`src/rtl/y86_pkg.sv`:
```
// Shared Y86-64 encodings and pipeline-control types used by the processor and its control unit.
package y86_pkg;

  localparam logic [3:0] IHALT   = 4'h0;
  localparam logic [3:0] INOP    = 4'h1;
  localparam logic [3:0] IRRMOVQ = 4'h2;
  localparam logic [3:0] IIRMOVQ = 4'h3;
  localparam logic [3:0] IRMMOVQ = 4'h4;
  localparam logic [3:0] IMRMOVQ = 4'h5;
  localparam logic [3:0] IOPQ    = 4'h6;
  localparam logic [3:0] IJXX    = 4'h7;
  localparam logic [3:0] ICALL   = 4'h8;
  localparam logic [3:0] IRET    = 4'h9;
  localparam logic [3:0] IPUSHQ  = 4'hA;
  localparam logic [3:0] IPOPQ   = 4'hB;

  localparam logic [2:0] SAOK = 3'd1;
  localparam logic [2:0] SADR = 3'd2;
  localparam logic [2:0] SINS = 3'd3;
  localparam logic [2:0] SHLT = 3'd4;

  localparam logic [3:0] RESP  = 4'h4;
  localparam logic [3:0] RNONE = 4'hF;

  typedef enum logic [1:0] {RUN, DRAIN, HALTED} ctrlState_t;

  function automatic logic isExc(input logic [2:0] stat);
    return (stat == SADR) || (stat == SINS) || (stat == SHLT);
  endfunction

endpackage

```
`src/rtl/y86_hazard_detect.sv`:
```
// Raw combinational hazard terms for the Y86-64 pipeline, before FSM state overrides.
module y86_hazard_detect
  import y86_pkg::*;
(
  input  logic [3:0] D_icode,
  input  logic [3:0] d_srcA,
  input  logic [3:0] d_srcB,
  input  logic [3:0] E_icode,
  input  logic [3:0] E_dstM,
  input  logic       e_Cnd,
  input  logic [3:0] M_icode,
  input  logic [2:0] m_stat,
  input  logic [2:0] W_stat,
  output logic       lu,
  output logic       retHaz,
  output logic       mis,
  output logic       exc,
  output logic       fStall,
  output logic       dStall,
  output logic       dBubble,
  output logic       eBubble,
  output logic       wStall,
  output logic       setCc
);

  assign lu = ((E_icode == IMRMOVQ) || (E_icode == IPOPQ)) && (E_dstM != RNONE) &&
              ((E_dstM == d_srcA) || (E_dstM == d_srcB));
  assign retHaz = (D_icode == IRET) || (E_icode == IRET) || (M_icode == IRET);
  assign mis    = (E_icode == IJXX) && !e_Cnd;
  assign exc    = isExc(m_stat) || isExc(W_stat);

  assign fStall  = lu | retHaz;
  assign dStall  = lu;
  // A load/use stall holds D, so a pending ret must not also bubble it.
  assign dBubble = mis | (retHaz & ~lu);
  assign eBubble = mis | lu;
  assign wStall  = isExc(W_stat);
  assign setCc   = (E_icode == IOPQ) && !exc;

endmodule

```
`src/rtl/y86_pipe_ctrl.sv`:
```
// Y86-64 pipeline control: hazard overrides, run/drain/halt FSM and saturating perf counters.
module y86_pipe_ctrl
  import y86_pkg::*;
#(
  parameter int CNT_W      = 32,
  parameter int MAX_CYCLES = 0
) (
  input  logic             clk,
  input  logic             rst,
  input  logic [3:0]       D_icode,
  input  logic [3:0]       d_srcA,
  input  logic [3:0]       d_srcB,
  input  logic [3:0]       E_icode,
  input  logic [3:0]       E_dstM,
  input  logic             e_Cnd,
  input  logic [3:0]       M_icode,
  input  logic [2:0]       m_stat,
  input  logic [2:0]       W_stat,
  input  logic [3:0]       W_icode,
  output logic             F_stall,
  output logic             D_stall,
  output logic             W_stall,
  output logic             D_bubble,
  output logic             E_bubble,
  output logic             M_bubble,
  output logic             set_cc,
  output logic             halted,
  output logic [2:0]       cpu_stat,
  output logic             timeout,
  output logic [CNT_W-1:0] cycle_cnt,
  output logic [CNT_W-1:0] retired_cnt,
  output logic [CNT_W-1:0] lu_cnt,
  output logic [CNT_W-1:0] mispred_cnt,
  output logic [CNT_W-1:0] ret_cnt
);

  localparam logic [CNT_W-1:0] WD_LAST = CNT_W'(MAX_CYCLES - 1);

  ctrlState_t state, nextState;
  logic lu, retHaz, mis, exc, fStall, dStall, dBubble, eBubble, wStall, setCc;
  logic wdHit, haltOnStat, haltOnWd, active;

  y86_hazard_detect uHaz (
    .D_icode(D_icode), .d_srcA(d_srcA), .d_srcB(d_srcB),
    .E_icode(E_icode), .E_dstM(E_dstM), .e_Cnd(e_Cnd),
    .M_icode(M_icode), .m_stat(m_stat), .W_stat(W_stat),
    .lu(lu), .retHaz(retHaz), .mis(mis), .exc(exc),
    .fStall(fStall), .dStall(dStall), .dBubble(dBubble),
    .eBubble(eBubble), .wStall(wStall), .setCc(setCc)
  );

  function automatic logic [CNT_W-1:0] satInc(input logic [CNT_W-1:0] v, input logic en);
    return (en && (v != '1)) ? v + CNT_W'(1) : v;
  endfunction

  assign active = (state != HALTED);
  assign wdHit  = (MAX_CYCLES != 0) && (cycle_cnt == WD_LAST);
  assign halted = (state == HALTED);

  always_comb begin
    nextState  = state;
    haltOnStat = 1'b0;
    haltOnWd   = 1'b0;
    unique case (state)
      RUN, DRAIN: begin
        // W_stat exception outranks the watchdog; the watchdog outranks entering DRAIN.
        if (wStall) begin
          nextState  = HALTED;
          haltOnStat = 1'b1;
        end else if (wdHit) begin
          nextState = HALTED;
          haltOnWd  = 1'b1;
        end else if (state == RUN && isExc(m_stat)) begin
          nextState = DRAIN;
        end
      end
      HALTED:  nextState = HALTED;
      default: nextState = RUN;
    endcase
  end

  always_comb begin
    F_stall  = fStall;
    D_stall  = dStall;
    W_stall  = wStall;
    D_bubble = dBubble;
    E_bubble = eBubble;
    M_bubble = exc;
    set_cc   = setCc;
    if (rst) begin
      {F_stall, D_stall, W_stall} = 3'b000;
      {D_bubble, E_bubble, M_bubble} = 3'b111;
      set_cc = 1'b0;
    end else if (state == HALTED) begin
      {F_stall, D_stall, W_stall} = 3'b111;
      {D_bubble, E_bubble, M_bubble} = 3'b011;
      set_cc = 1'b0;
    end else if (state == DRAIN) begin
      M_bubble = 1'b1;
    end
  end

  always_ff @(posedge clk) begin
    if (rst) begin
      state       <= RUN;
      cpu_stat    <= SAOK;
      timeout     <= 1'b0;
      cycle_cnt   <= '0;
      retired_cnt <= '0;
      lu_cnt      <= '0;
      mispred_cnt <= '0;
      ret_cnt     <= '0;
    end else begin
      state <= nextState;
      if (haltOnStat) cpu_stat <= W_stat;
      if (haltOnWd)   timeout  <= 1'b1;
      if (active) begin
        cycle_cnt   <= satInc(cycle_cnt, 1'b1);
        retired_cnt <= satInc(retired_cnt, (W_stat == SAOK) && (W_icode != INOP));
        lu_cnt      <= satInc(lu_cnt, lu);
        mispred_cnt <= satInc(mispred_cnt, mis);
        ret_cnt     <= satInc(ret_cnt, retHaz & ~lu);
      end
    end
  end

endmodule

```
`config.mk`:
```
export PLATFORM = sky130hd
export DESIGN_NAME = y86_pipe_ctrl
export DESIGN_NICKNAME = d
export VERILOG_FILES = /design/src/rtl/y86_pkg.sv /design/src/rtl/y86_hazard_detect.sv /design/src/rtl/y86_pipe_ctrl.sv
export SDC_FILE = /design/constraint.sdc
export NUM_CORES = 1
export LEC_CHECK = 0
export CAP_MARGIN = 10
export CORE_ASPECT_RATIO = 0.5
export CORE_MARGIN = 1
export CORE_UTILIZATION = 49
export CTS_CLUSTER_SIZE = 10
export DETAILED_ROUTE_END_ITERATION = 7
export DONT_BUFFER_PORTS = 1
export GPL_TIMING_DRIVEN = 0
export PLACE_DENSITY = 0.67
export REMOVE_ABC_BUFFERS = 1
export SLEW_MARGIN = 5
export SYNTH_ARGS = -nofsm -noshare
export SYNTH_HDL_FRONTEND = slang
export SYNTH_SLANG_ARGS = --single-unit
```
`constraint.sdc`:
```
create_clock -name clk -period 3.9 [get_ports clk]
set_clock_uncertainty 0.2 [all_clocks]
set_input_delay 0.78 -clock clk [delete_from_list [all_inputs] [get_ports clk]]
set_output_delay 0.78 -clock clk [all_outputs]
set_load 0.05 [all_outputs]
```
==> results of run 1 <==
cell usage in the layout (no fill, tap or decap), drive strengths merged, types with 3 or more instances in the layout:
cell type	instances
inv	15
or2	4
mux2i	5
clkinv	6
nor4	8
dfxtp	165
and3	33
or4	10
nor2b	6
xnor2	32
nor4bb	4
ha	5
o31ai	8
a2111oi	3
nor2	129
o311ai	7
and2	14
nand4	51
clkbuf	20
nand4b	4
a31oi	8
a21oi	56
or3	43
nand2	62
and4	26
nand2b	6
xor2	77
nor3	17
o21ai	45
nand3	70
sequential cells by signal, summed over array words and instances (netlist names):
signal / cells
cpu_stat: 3
ret_cnt: 32
mispred_cnt: 32
lu_cnt: 32
state: 2
cycle_cnt: 32
retired_cnt: 32
kinds of logic after synthesis:
group / after synthesis / synth area share
flops: 165 / 0.406
simple gates: 495 / 0.327
mux: 7 / 0.00892
fa+ha+maj: 5 / 0.00769
other cells: 1 / 0.000461
buf+inv: 50 / 0.0245
xor+xnor: 109 / 0.117
compound gates: 143 / 0.108
worst max-delay path by stage:
| stage | from | endpoint | depth (start not counted) |
|---|---|---|---|
| final | E_dstM[3] | F_stall | 5 |
| after global routing | E_dstM[3] | F_stall | 5 |
| after CTS | E_dstM[0] | F_stall | 5 |
| after detailed placement | E_dstM[0] | F_stall | 5 |
| after global placement | E_dstM[0] | F_stall | 5 |
| after floorplan | E_dstM[2] | F_stall | 5 |
worst max-delay path, delay by kind of cell:
family | cells | cell delay (ns)
AND/OR/NAND/NOR | 2 | 0.60
AO/OA/AOI/OAI | 2 | 1.23
XOR/XNOR | 1 | 0.14
routing by layer:
metal | up-vias | routed length, um
met3 | 19 | 1470
met2 | 199 | 9070
met5 | - | 0
li1 | 3482 | -
met4 | 0 | 227
met1 | 3375 | 8870
power breakdown:
| part | switching [mW] | leakage [nW] | total, mW | internal [mW] |
|---|---|---|---|---|
| Sequential | 0.0512 | 1.33 | 1.75 | 1.70 |
| Clock | 0.727 | 0.285 | 1.67 | 0.942 |
| Combinational | 0.0704 | 1.27 | 0.104 | 0.0339 |
final cells by class:
type                    instances  area (sq um)  share of cell area
clock buffers                  20           467              0.0527
clock inverters                12           119              0.0134
inverters                      12          45.0             0.00509
multi-input cells             760          4640               0.524
flip-flops and latches        165          3300               0.373
well taps                     221           277              0.0312
per-stage QoR:
| step | hold WS [ns] | utilization | instances | instance area (sq um) |
|---|---|---|---|---|
| floorplan | 0.272 | - | 937 | 7980 |
| global placement | 0.280 | 0.522 | 1158 | 8260 |
| detailed placement | 0.295 | 0.522 | 1158 | 8260 |
| CTS | 0.214 | 0.559 | 1190 | 8850 |
| global route | 0.222 | 0.559 | 1190 | 8850 |
| finish | 0.234 | 0.559 | 1190 | 8850 |
==> summary.md, run 1 <==
| Metric | Value |
|---|---|
| Dominant cell type by area after synthesis | sky130_fd_sc_hd__dfxtp_1 |
| Average size of a mapped cell | 8.34 sq um |
| Setup slack after placement | 0.174 ns |
| Post-cts gate resize count | 0 |
| First-iteration detailed-routing DRC count | between 300 and 400 |
| Crit path max fanout | 10 |
| Clock-pin transition on the worst setup and hold timing paths | 0.07 ns |
| Layout-stage area growth over the synthesis result | 8.77% |
| Horiz. Die Dim | 184 um |
| GRT Total Usage | 0.230 |
| Leading post-synthesis cells by instance count | sky130_fd_sc_hd__dfxtp_1 (165), sky130_fd_sc_hd__nor2_1 (129), sky130_fd_sc_hd__xor2_1 (77) |
| Worst-path cell chain | xnor2_1, nand4_1, a21o_1, and2_1, a21oi_1 |
| Number of synthesized register bits | approximately 170 |
| Relative max-transition margin | 0.231 |
| Routing usage on met2 | 0.376 |
| Leading cell type by number of instances after synthesis | sky130_fd_sc_hd__dfxtp_1 |
| Hold Startpoint | rst |
| EDFF count, synth | 0 |
| Delay of the slowest cell on the worst path | about 0.82 ns |
| Grt peak-use layer | met2 |
| Slowest cell on the critical path | sky130_fd_sc_hd__a21oi_1 |
| Row cnt | 32 |
| Num CTS Buffers | 17 |
| Worst EP arrival | between 2 and 3 ns |
| Cell area after technology mapping | just over 8000 sq um |
| Leftover overflow at the end of global routing | 0 |
| Max-cap violation count | 0 |
| Hold Path End | lu_cnt[30] |
| Deepest level of the CTS H-tree | 4 |
| Number of design rule violations left after detail routing | 0 |
| Buffer count from post-CTS setup fixing | 0 |
| Synth cell types | 62 |
| Number of routed nets with antenna violations | 0 |
| Asr flop ratio synth | 0 |
| Input/output buffers | 0 |
| Hold Path Depth | 1 |
| Maximum number of pins on one net before global-route repair | about 170 |
| Final slew viol count | 0 |
| Leakage power of the design | about 2.9 nW |
| Avg Vias per Cell | 5.95 |
| Post-synthesis cell count | slightly below 1000 |
| Global-route met1 utilization | 0.290 |
| HPWL after detailed placement | 13.7 mm |
| Clock latency on the worst-skew pair | just over 0.4 ns |
| Via count of the first global-routing pass | around 6400 |
| Worst R2R Path Depth | 6 |
| PD cells | 398 nW/um^2 |
| Net count, final | about 1000 |
| Worst r2r src | state[1] |
| Clock tree from TritonCTS | built |
| Fillers | 1510 |
| Die area | around 17000 sq um |
| Number of failing setup endpoints in the final timing report | 0 |
| Number of buffers inserted by hold repair at cts | 0 |
| Wire length of the first global-routing pass | 32.0 mm |
| VDD IR max | 0.266 mV |
| Required time at the worst-slack endpoint | just under 3 ns |
| Clk sinks | 165 |
| Slew at the pin closest to its max-slew limit | 1.15 ns |
| Highest achievable clock rate | 0.268 GHz |
| Starting Density | 0.514 |
| Number of warnings reported in the yosys synthesis log | 0 |
| Global-route met3 utilization | 0.0736 |
| Final Hold Vio Count | 0 |
| Worst hold path class | primary input to flop |
| Tmin final | between 3 and 4 ns |
| Area share of the largest cell type after synthesis | 0.406 |
| Sequential area share after synthesis | 0.406 |
| 1st-pass router iterations | 4 |
| Routed length per instance | around 17 um |
| Die H | just over 90 um |
| Clock Tree Buf Depth | 2 |
| Launching element type of the critical path | primary input |
| Leading cell types by total area after synthesis | sky130_fd_sc_hd__dfxtp_1 (41%), sky130_fd_sc_hd__xor2_1 (8.3%), sky130_fd_sc_hd__nor2_1 (6.0%) |
| Drt total wl | approximately 20 mm |
| Setup slack of the worst register-to-register path | ~0.50 ns |
| Post-layout worst setup margin | 0.169 ns |
| Initial antenna violation count | 0 |
| Routed via count | between 7000 and 8000 |
| RSZ-0062 raised after global routing | false |
| Antenna diode count | 0 |
| Critical Path End Type | output port |
| Overall power of the completed layout | ~3.5 mW |
| Run status | finished clean |
| Root buffer selected by CTS | sky130_fd_sc_hd__clkbuf_16 |
| Top flip-flop cell by instance count after synthesis | sky130_fd_sc_hd__dfxtp_1 |
| Weighted congestion reported at the end of routability-driven placement | approximately 0.82 |
| Endpoint of the most critical register-to-register path | lu_cnt[15] |
| Setup tns final | 0 ns |
| Core region area | between 15000 and 20000 sq um |
| Critical path class | primary input to output port |
| Number of placed I/O pins | 209 |
| Fraction of the cycle the final worst path needs | 0.957 |
| Fraction of layout instances using a drive strength above 1 | 0.0537 |
(Power assumes the default switching activity.)
==> run 2: changes to the inputs <==
--- a/config.mk
+++ b/config.mk
@@ -13,9 +13,10 @@
 export DETAILED_ROUTE_END_ITERATION = 7
 export DONT_BUFFER_PORTS = 1
 export GPL_TIMING_DRIVEN = 0
-export PLACE_DENSITY = 0.67
+export PLACE_DENSITY_LB_ADDON = 0.15
 export REMOVE_ABC_BUFFERS = 1
-export SLEW_MARGIN = 5
+export SETUP_SLACK_MARGIN = 0.1
+export SLEW_MARGIN = 20
 export SYNTH_ARGS = -nofsm -noshare
 export SYNTH_HDL_FRONTEND = slang
 export SYNTH_SLANG_ARGS = --single-unit
==> run 2 against run 1 <==
Net effect: non-clock buffer count unchanged; critical path depth unchanged; register-to-register slack improved by 0.19 ns.
==> summary.md, run 2 (same netlist as run 1, synthesis figures left out) <==
| Metric | Value |
|---|---|
| Final Hold Vio Count | 0 (unchanged) |
| Wire length of the first global-routing pass | 31.1 mm (-2.7%) |
| Slowest cell on the critical path | sky130_fd_sc_hd__nor2_1 |
| Crit path max fanout | 10 (unchanged) |
| GRT Total Usage | 0.225 (-0.00475) |
| Root buffer selected by CTS | sky130_fd_sc_hd__clkbuf_16 |
| Tmin final | 3.66 ns (-0.0737 ns) |
| Drt total wl | 19.6 mm (-0.40%) |
| Leakage power of the design | 2.87 nW (-0.61%) |
| Worst EP arrival | 2.68 ns (-0.07 ns) |
| Leftover overflow at the end of global routing | 0 (unchanged) |
| VDD IR max | 0.292 mV (+9.8%) |
| Final slew viol count | 0 (unchanged) |
| Delay of the slowest cell on the worst path | 0.68 ns (-0.14 ns) |
| Clock Tree Buf Depth | 2 (unchanged) |
| Num CTS Buffers | 17 (unchanged) |
| Most common library cell in the layout ignoring fill and taps | sky130_fd_sc_hd__dfxtp_1 |
| Max-cap violation count | 0 (unchanged) |
| Die area | 17200 sq um (unchanged) |
| Placed Instance Area | 8260 sq um (unchanged) |
| Number of design rule violations left after detail routing | 0 (unchanged) |
| Number of routed nets with antenna violations | 0 (unchanged) |
| Net count, final | 998 (unchanged) |
| PD cells | 393 nW/um^2 (-1.3%) |
| Layout-stage area growth over the synthesis result | 8.61% |
| Clock latency on the worst-skew pair | 0.42 ns (about the same) |
| Worst-path cell chain | xnor2_1, nand4_1, a21o_1, and2_1, nor2_1 |
| Maximum number of pins on one net before global-route repair | 173 (unchanged) |
| Clk sinks | 165 (unchanged) |
| Highest achievable clock rate | 0.273 GHz (+2.0%) |
| Critical Path End Type | output port |
| Number of buffers inserted by hold repair at cts | 0 (unchanged) |
| Overall power of the completed layout | 3.47 mW (-1.4%) |
| Buffer count from post-CTS setup fixing | 0 (unchanged) |
| Routed length per instance | 16.4 um (-0.40%) |
| Input/output buffers | 0 (unchanged) |
| Launching element type of the critical path | primary input |
| Initial antenna violation count | 0 (unchanged) |
| Commonest cells after routing, fill and taps aside | sky130_fd_sc_hd__dfxtp_1 (165), sky130_fd_sc_hd__nor2_1 (129), sky130_fd_sc_hd__xor2_1 (77) |
| Routed via count | 6971 (-1.5%) |
| Worst hold path class | primary input to flop |
| RSZ-0062 raised after global routing | false |
| Die H | 93.1 um (unchanged) |
| Setup tns final | 0 ns (unchanged) |
| Kind of cell adding the most delay to the critical path | simple AND/OR/NAND/NOR gates |
| Weighted congestion reported at the end of routability-driven placement | 0.825 (+0.34%) |
| Relative max-transition margin | 0.284 (+0.0524) |
| Avg Vias per Cell | 5.86 (-1.5%) |
| Number of failing setup endpoints in the final timing report | 0 (unchanged) |
| Antenna diode count | 0 (unchanged) |
| Horiz. Die Dim | 184 um (unchanged) |
| 1st-pass router iterations | 6 (+2) |
| Run status | finished clean |
| Fraction of layout instances using a drive strength above 1 | 0.0547 (+0.00103) |
| Via count of the first global-routing pass | 6233 (-2.9%) |
| Required time at the worst-slack endpoint | 2.92 ns (about the same) |
| Post-Layout Inst Area | 8840 sq um (-0.14%) |
| Core region area | 15800 sq um (unchanged) |
| Deepest level of the CTS H-tree | 4 (unchanged) |
| Clock-pin transition on the worst setup and hold timing paths | 0.06 ns (about the same) |
| HPWL after detailed placement | 13.8 mm (+0.69%) |
| First-iteration detailed-routing DRC count | 431 (+23%) |
| Slew at the pin closest to its max-slew limit | 1.08 ns (-0.0752 ns) |
| Starting Density | 0.514 (unchanged) |
| Critical path class | primary input to output port |
| Fraction of the cycle the final worst path needs | 0.938 (-0.0189) |
| Row cnt | 32 (unchanged) |
| Buf+Inv Stages, Crit Path | 0 (unchanged) |
| Clock tree from TritonCTS | built |
| Number of placed I/O pins | 209 (unchanged) |
run 2: area by class of cell:
class	count	area, sq um
Tap cell	221	277
Inverter	12	45.0
Multi-Input combinational cell	760	4650
Fill cell	1490	6980
Clock inverter	13	123
Clock buffer	19	443
Sequential cell	165	3300
run 2: metal layers:
layer,vias to the layer above,share of wire,track usage
li1,3492,-,-
met2,180,0.46,0.371
met5,-,0,0
met1,3293,0.45,0.280
met3,6,0.078,0.0841
met4,0,0.0038,0.0493
run 2: repair_timing:
item	4_1_cts	5_1_grt
setup endpoints to repair	0	1
endpoints found under the hold margin	0	0
resized for setup	0	1
run 2: metrics by stage:
stage	worst slack (ns)	hold WS (ns)	utilization	std cells
floorplan	0.449	0.272	-	937
global placement	0.175	0.279	0.522	1158
detailed placement	0.175	0.310	0.522	1158
CTS	0.169	0.214	0.558	1190
global route	0.165	0.212	0.559	1190
finish	0.243	0.228	0.559	1190
run 2: report_power, final:
| group | internal, mW | switching [mW] | total (mW) |
|---|---|---|---|
| logic | 0.0342 | 0.0704 | 0.105 |
| registers | 1.70 | 0.0521 | 1.75 |
| clock network | 0.905 | 0.713 | 1.62 |
| total | 2.63 | 0.835 | 3.47 |
run 2: final timing paths:
kind,slack (ns),cells after the start,from,endpoint
max,0.24,5,E_dstM[2],D_stall
min,0.23,1,rst,lu_cnt[29]
max reg2reg,0.69,6,ret_cnt[20],ret_cnt[31]
min reg2reg,0.32,2,state[0],state[0]
==> run 3: changes to the inputs <==
--- a/config.mk
+++ b/config.mk
@@ -8,10 +8,9 @@
 export CAP_MARGIN = 10
 export CORE_ASPECT_RATIO = 0.5
 export CORE_MARGIN = 1
-export CORE_UTILIZATION = 49
+export CORE_UTILIZATION = 53
 export CTS_CLUSTER_SIZE = 10
 export DETAILED_ROUTE_END_ITERATION = 7
-export DONT_BUFFER_PORTS = 1
 export GPL_TIMING_DRIVEN = 0
 export PLACE_DENSITY_LB_ADDON = 0.15
 export REMOVE_ABC_BUFFERS = 1
==> run 3 against run 2 <==
Net effect: non-clock buffer count rose by 210; maximum frequency fell by 2.2%; wire length rose by 8.7%.
==> summary.md, run 3 (same netlist as run 1, synthesis figures left out) <==
| Metric | Value |
|---|---|
| Horiz. Die Dim | 177 um (-3.8%) |
| Final Hold Vio Count | 0 (unchanged) |
| Relative max-transition margin | 0.416 (+0.132) |
| Leakage power of the design | 3.62 nW (+26%) |
| Commonest cells after routing, fill and taps aside | sky130_fd_sc_hd__clkdlybuf4s50_1 (200), sky130_fd_sc_hd__dfxtp_1 (165), sky130_fd_sc_hd__nor2_1 (129) |
| Starting Density | 0.552 (+0.0376) |
| Deepest level of the CTS H-tree | 4 (unchanged) |
| Hold Startpoint | cpu_stat[2] |
| Weighted congestion reported at the end of routability-driven placement | 0.884 (+7.3%) |
| Fraction of the cycle the final worst path needs | 0.959 (+0.0208) |
| RSZ-0062 raised after global routing | false |
| Worst R2R Path Depth | 6 (unchanged) |
| Initial antenna violation count | 0 (unchanged) |
| Worst EP arrival | 2.76 ns (+0.08 ns) |
| Routed via count | 8089 (+16%) |
| Routed length per instance | 15.5 um (-5.9%) |
| Fraction of layout instances using a drive strength above 1 | 0.0535 (-0.00117) |
| Antenna diode count | 0 (unchanged) |
| Final slew viol count | 0 (unchanged) |
| Critical path class | primary input to output port |
| Hold_ws | 0.279 ns (+0.0514 ns) |
| Number of failing setup endpoints in the final timing report | 0 (unchanged) |
| Root buffer selected by CTS | sky130_fd_sc_hd__clkbuf_16 |
| Met2 routed WL | 10.4 mm (+14%) |
| Worst r2r src | state[1] |
| Net count, final | 1208 (+21%) |
| PD cells | 327 nW/um^2 (-17%) |
| Clock-pin transition on the worst setup and hold timing paths | 0.06 ns (about the same) |
| 1st-pass router iterations | 5 (-1) |
| Highest achievable clock rate | 0.267 GHz (-2.2%) |
| Input/output buffers | 207 (+207) |
| Max-cap violation count | 0 (unchanged) |
| GRT Total Usage | 0.265 (+0.0399) |
| Wire length of the first global-routing pass | 34.1 mm (+9.6%) |
| Via count of the first global-routing pass | 7109 (+14%) |
| Most common library cell in the layout ignoring fill and taps | sky130_fd_sc_hd__clkdlybuf4s50_1 |
| Number of design rule violations left after detail routing | 0 (unchanged) |
| Run status | finished clean |
| Slew at the pin closest to its max-slew limit | 0.862 ns (-0.216 ns) |
| Worst hold path class | flop to flop |
| Endpoint of the most critical register-to-register path | ret_cnt[31] |
| Number of placed I/O pins | 209 (unchanged) |
| Drt total wl | 21.3 mm (+8.7%) |
| Clk sinks | 165 (unchanged) |
| Leftover overflow at the end of global routing | 0 (unchanged) |
| Layout-stage area growth over the synthesis result | 34.3% |
| Highest metal layer with signal wires | met4 |
| Crit path max fanout | 10 (unchanged) |
| Die H | 89.6 um (-3.8%) |
| Detailed-route wire length on metal 1 | 9.22 mm (+3.8%) |
| Setup slack of the worst register-to-register path | 0.88 ns (+0.19 ns) |
| HPWL after detailed placement | 15.2 mm (+10%) |
| Tmin final | 3.74 ns (+0.0813 ns) |
| Hold Path Depth | 2 (+1) |
| Setup slack after placement | -0.547 ns (-0.723 ns) |
| Number of routed nets with antenna violations | 0 (unchanged) |
| Hold Path End | cpu_stat[2] |
| Overall power of the completed layout | 3.58 mW (+3.1%) |
| Num CTS Buffers | 17 (unchanged) |
| Launching element type of the critical path | primary input |
| First-iteration detailed-routing DRC count | 559 (+30%) |
| Core region area | 14700 sq um (-6.8%) |
| Die area | 15900 sq um (-7.4%) |
| Clock Tree Buf Depth | 2 (unchanged) |
| Maximum number of pins on one net before global-route repair | 114 (-34%) |
| Clock tree from TritonCTS | built |
| Row cnt | 31 (-3.1%) |
| Required time at the worst-slack endpoint | 2.92 ns (about the same) |
| Avg Vias per Cell | 5.88 (+0.43%) |
| VDD IR max | 0.326 mV (+12%) |
| Post-layout worst setup margin | 0.161 ns (-0.0813 ns) |
| Routed length on met3 | 1.43 mm (-6.3%) |
| Clock latency on the worst-skew pair | 0.42 ns (about the same) |
| Critical Path End Type | output port |
-- run 3: cell types whose count changed in the layout (fill, tap and decap cells not counted), sizes merged --
cell,before,now
buf,0,6
clkbuf,19,18
clkdlybuf4s15,0,3
clkdlybuf4s50,0,200
clkinv,3,1
clkinvlp,4,5
dlygate4sd2,0,1
-- run 3: area by class of cell --
cell class,instances,area [sq um]
Timing Repair Buffer,210,2110
Sequential cell,165,3300
Clock inverter,12,120
Clock buffer,18,439
Fill cell,1156,3820
Inverter,12,45.0
Multi-Input combinational cell,760,4650
Tap cell,198,248
-- run 3: worst max-delay path by stage --
stage                           from  endpoint  slack (ns)  depth (start not counted)
after floorplan            E_dstM[2]   F_stall        0.45                          5
after global placement           rst  M_bubble       -4.06                          4
after detailed placement   E_dstM[3]   F_stall       -0.55                          7
after CTS                 E_icode[2]   F_stall        0.11                          7
after global routing       E_dstM[2]   D_stall        0.13                          7
final                      E_dstM[3]   D_stall        0.16                          7
-- run 3: power breakdown --
group	internal [mW]	switching (mW)
Clock	0.900	0.721
Combinational	0.0925	0.151
Sequential	1.70	0.0155
-- run 3: what timing repair did --
action                                  CTS  global route
resized for setup                        16             8
endpoints found under the setup margin    6             5
hold buffers                              0             0
pin swaps                                 2             0
buffers inserted                          2             0
-- run 3: worst max-delay path, cell delays in order --
cell and delay (ns):
sky130_fd_sc_hd__clkdlybuf4s50_1 0.49, sky130_fd_sc_hd__xnor2_1 0.22, sky130_fd_sc_hd__nand4_1 0.21, sky130_fd_sc_hd__a21o_2 0.35
sky130_fd_sc_hd__and2_1 0.23, sky130_fd_sc_hd__nor2_1 0.09, sky130_fd_sc_hd__clkdlybuf4s15_2 0.38
-- run 3: per-layer routing --
metal | vias up | GRT usage
li1 | 3903 | -
met4 | 0 | 0.0839
met5 | - | 0
met1 | 3903 | 0.341
met2 | 255 | 0.447
met3 | 28 | 0.0606
-- run 3: stage by stage --
| stage | TNS, ns | util | cell area (sq um) | instances |
|---|---|---|---|---|
| final | 0 | 0.741 | 10900 | 1375 |
| after global routing | 0 | 0.741 | 10900 | 1375 |
| after CTS | 0 | 0.740 | 10900 | 1375 |
| after detailed placement | -2.34 | 0.701 | 10300 | 1343 |
| after global placement | -392.36 | 0.699 | 10300 | 1342 |
| after floorplan | 0 | - | 7980 | 937 |
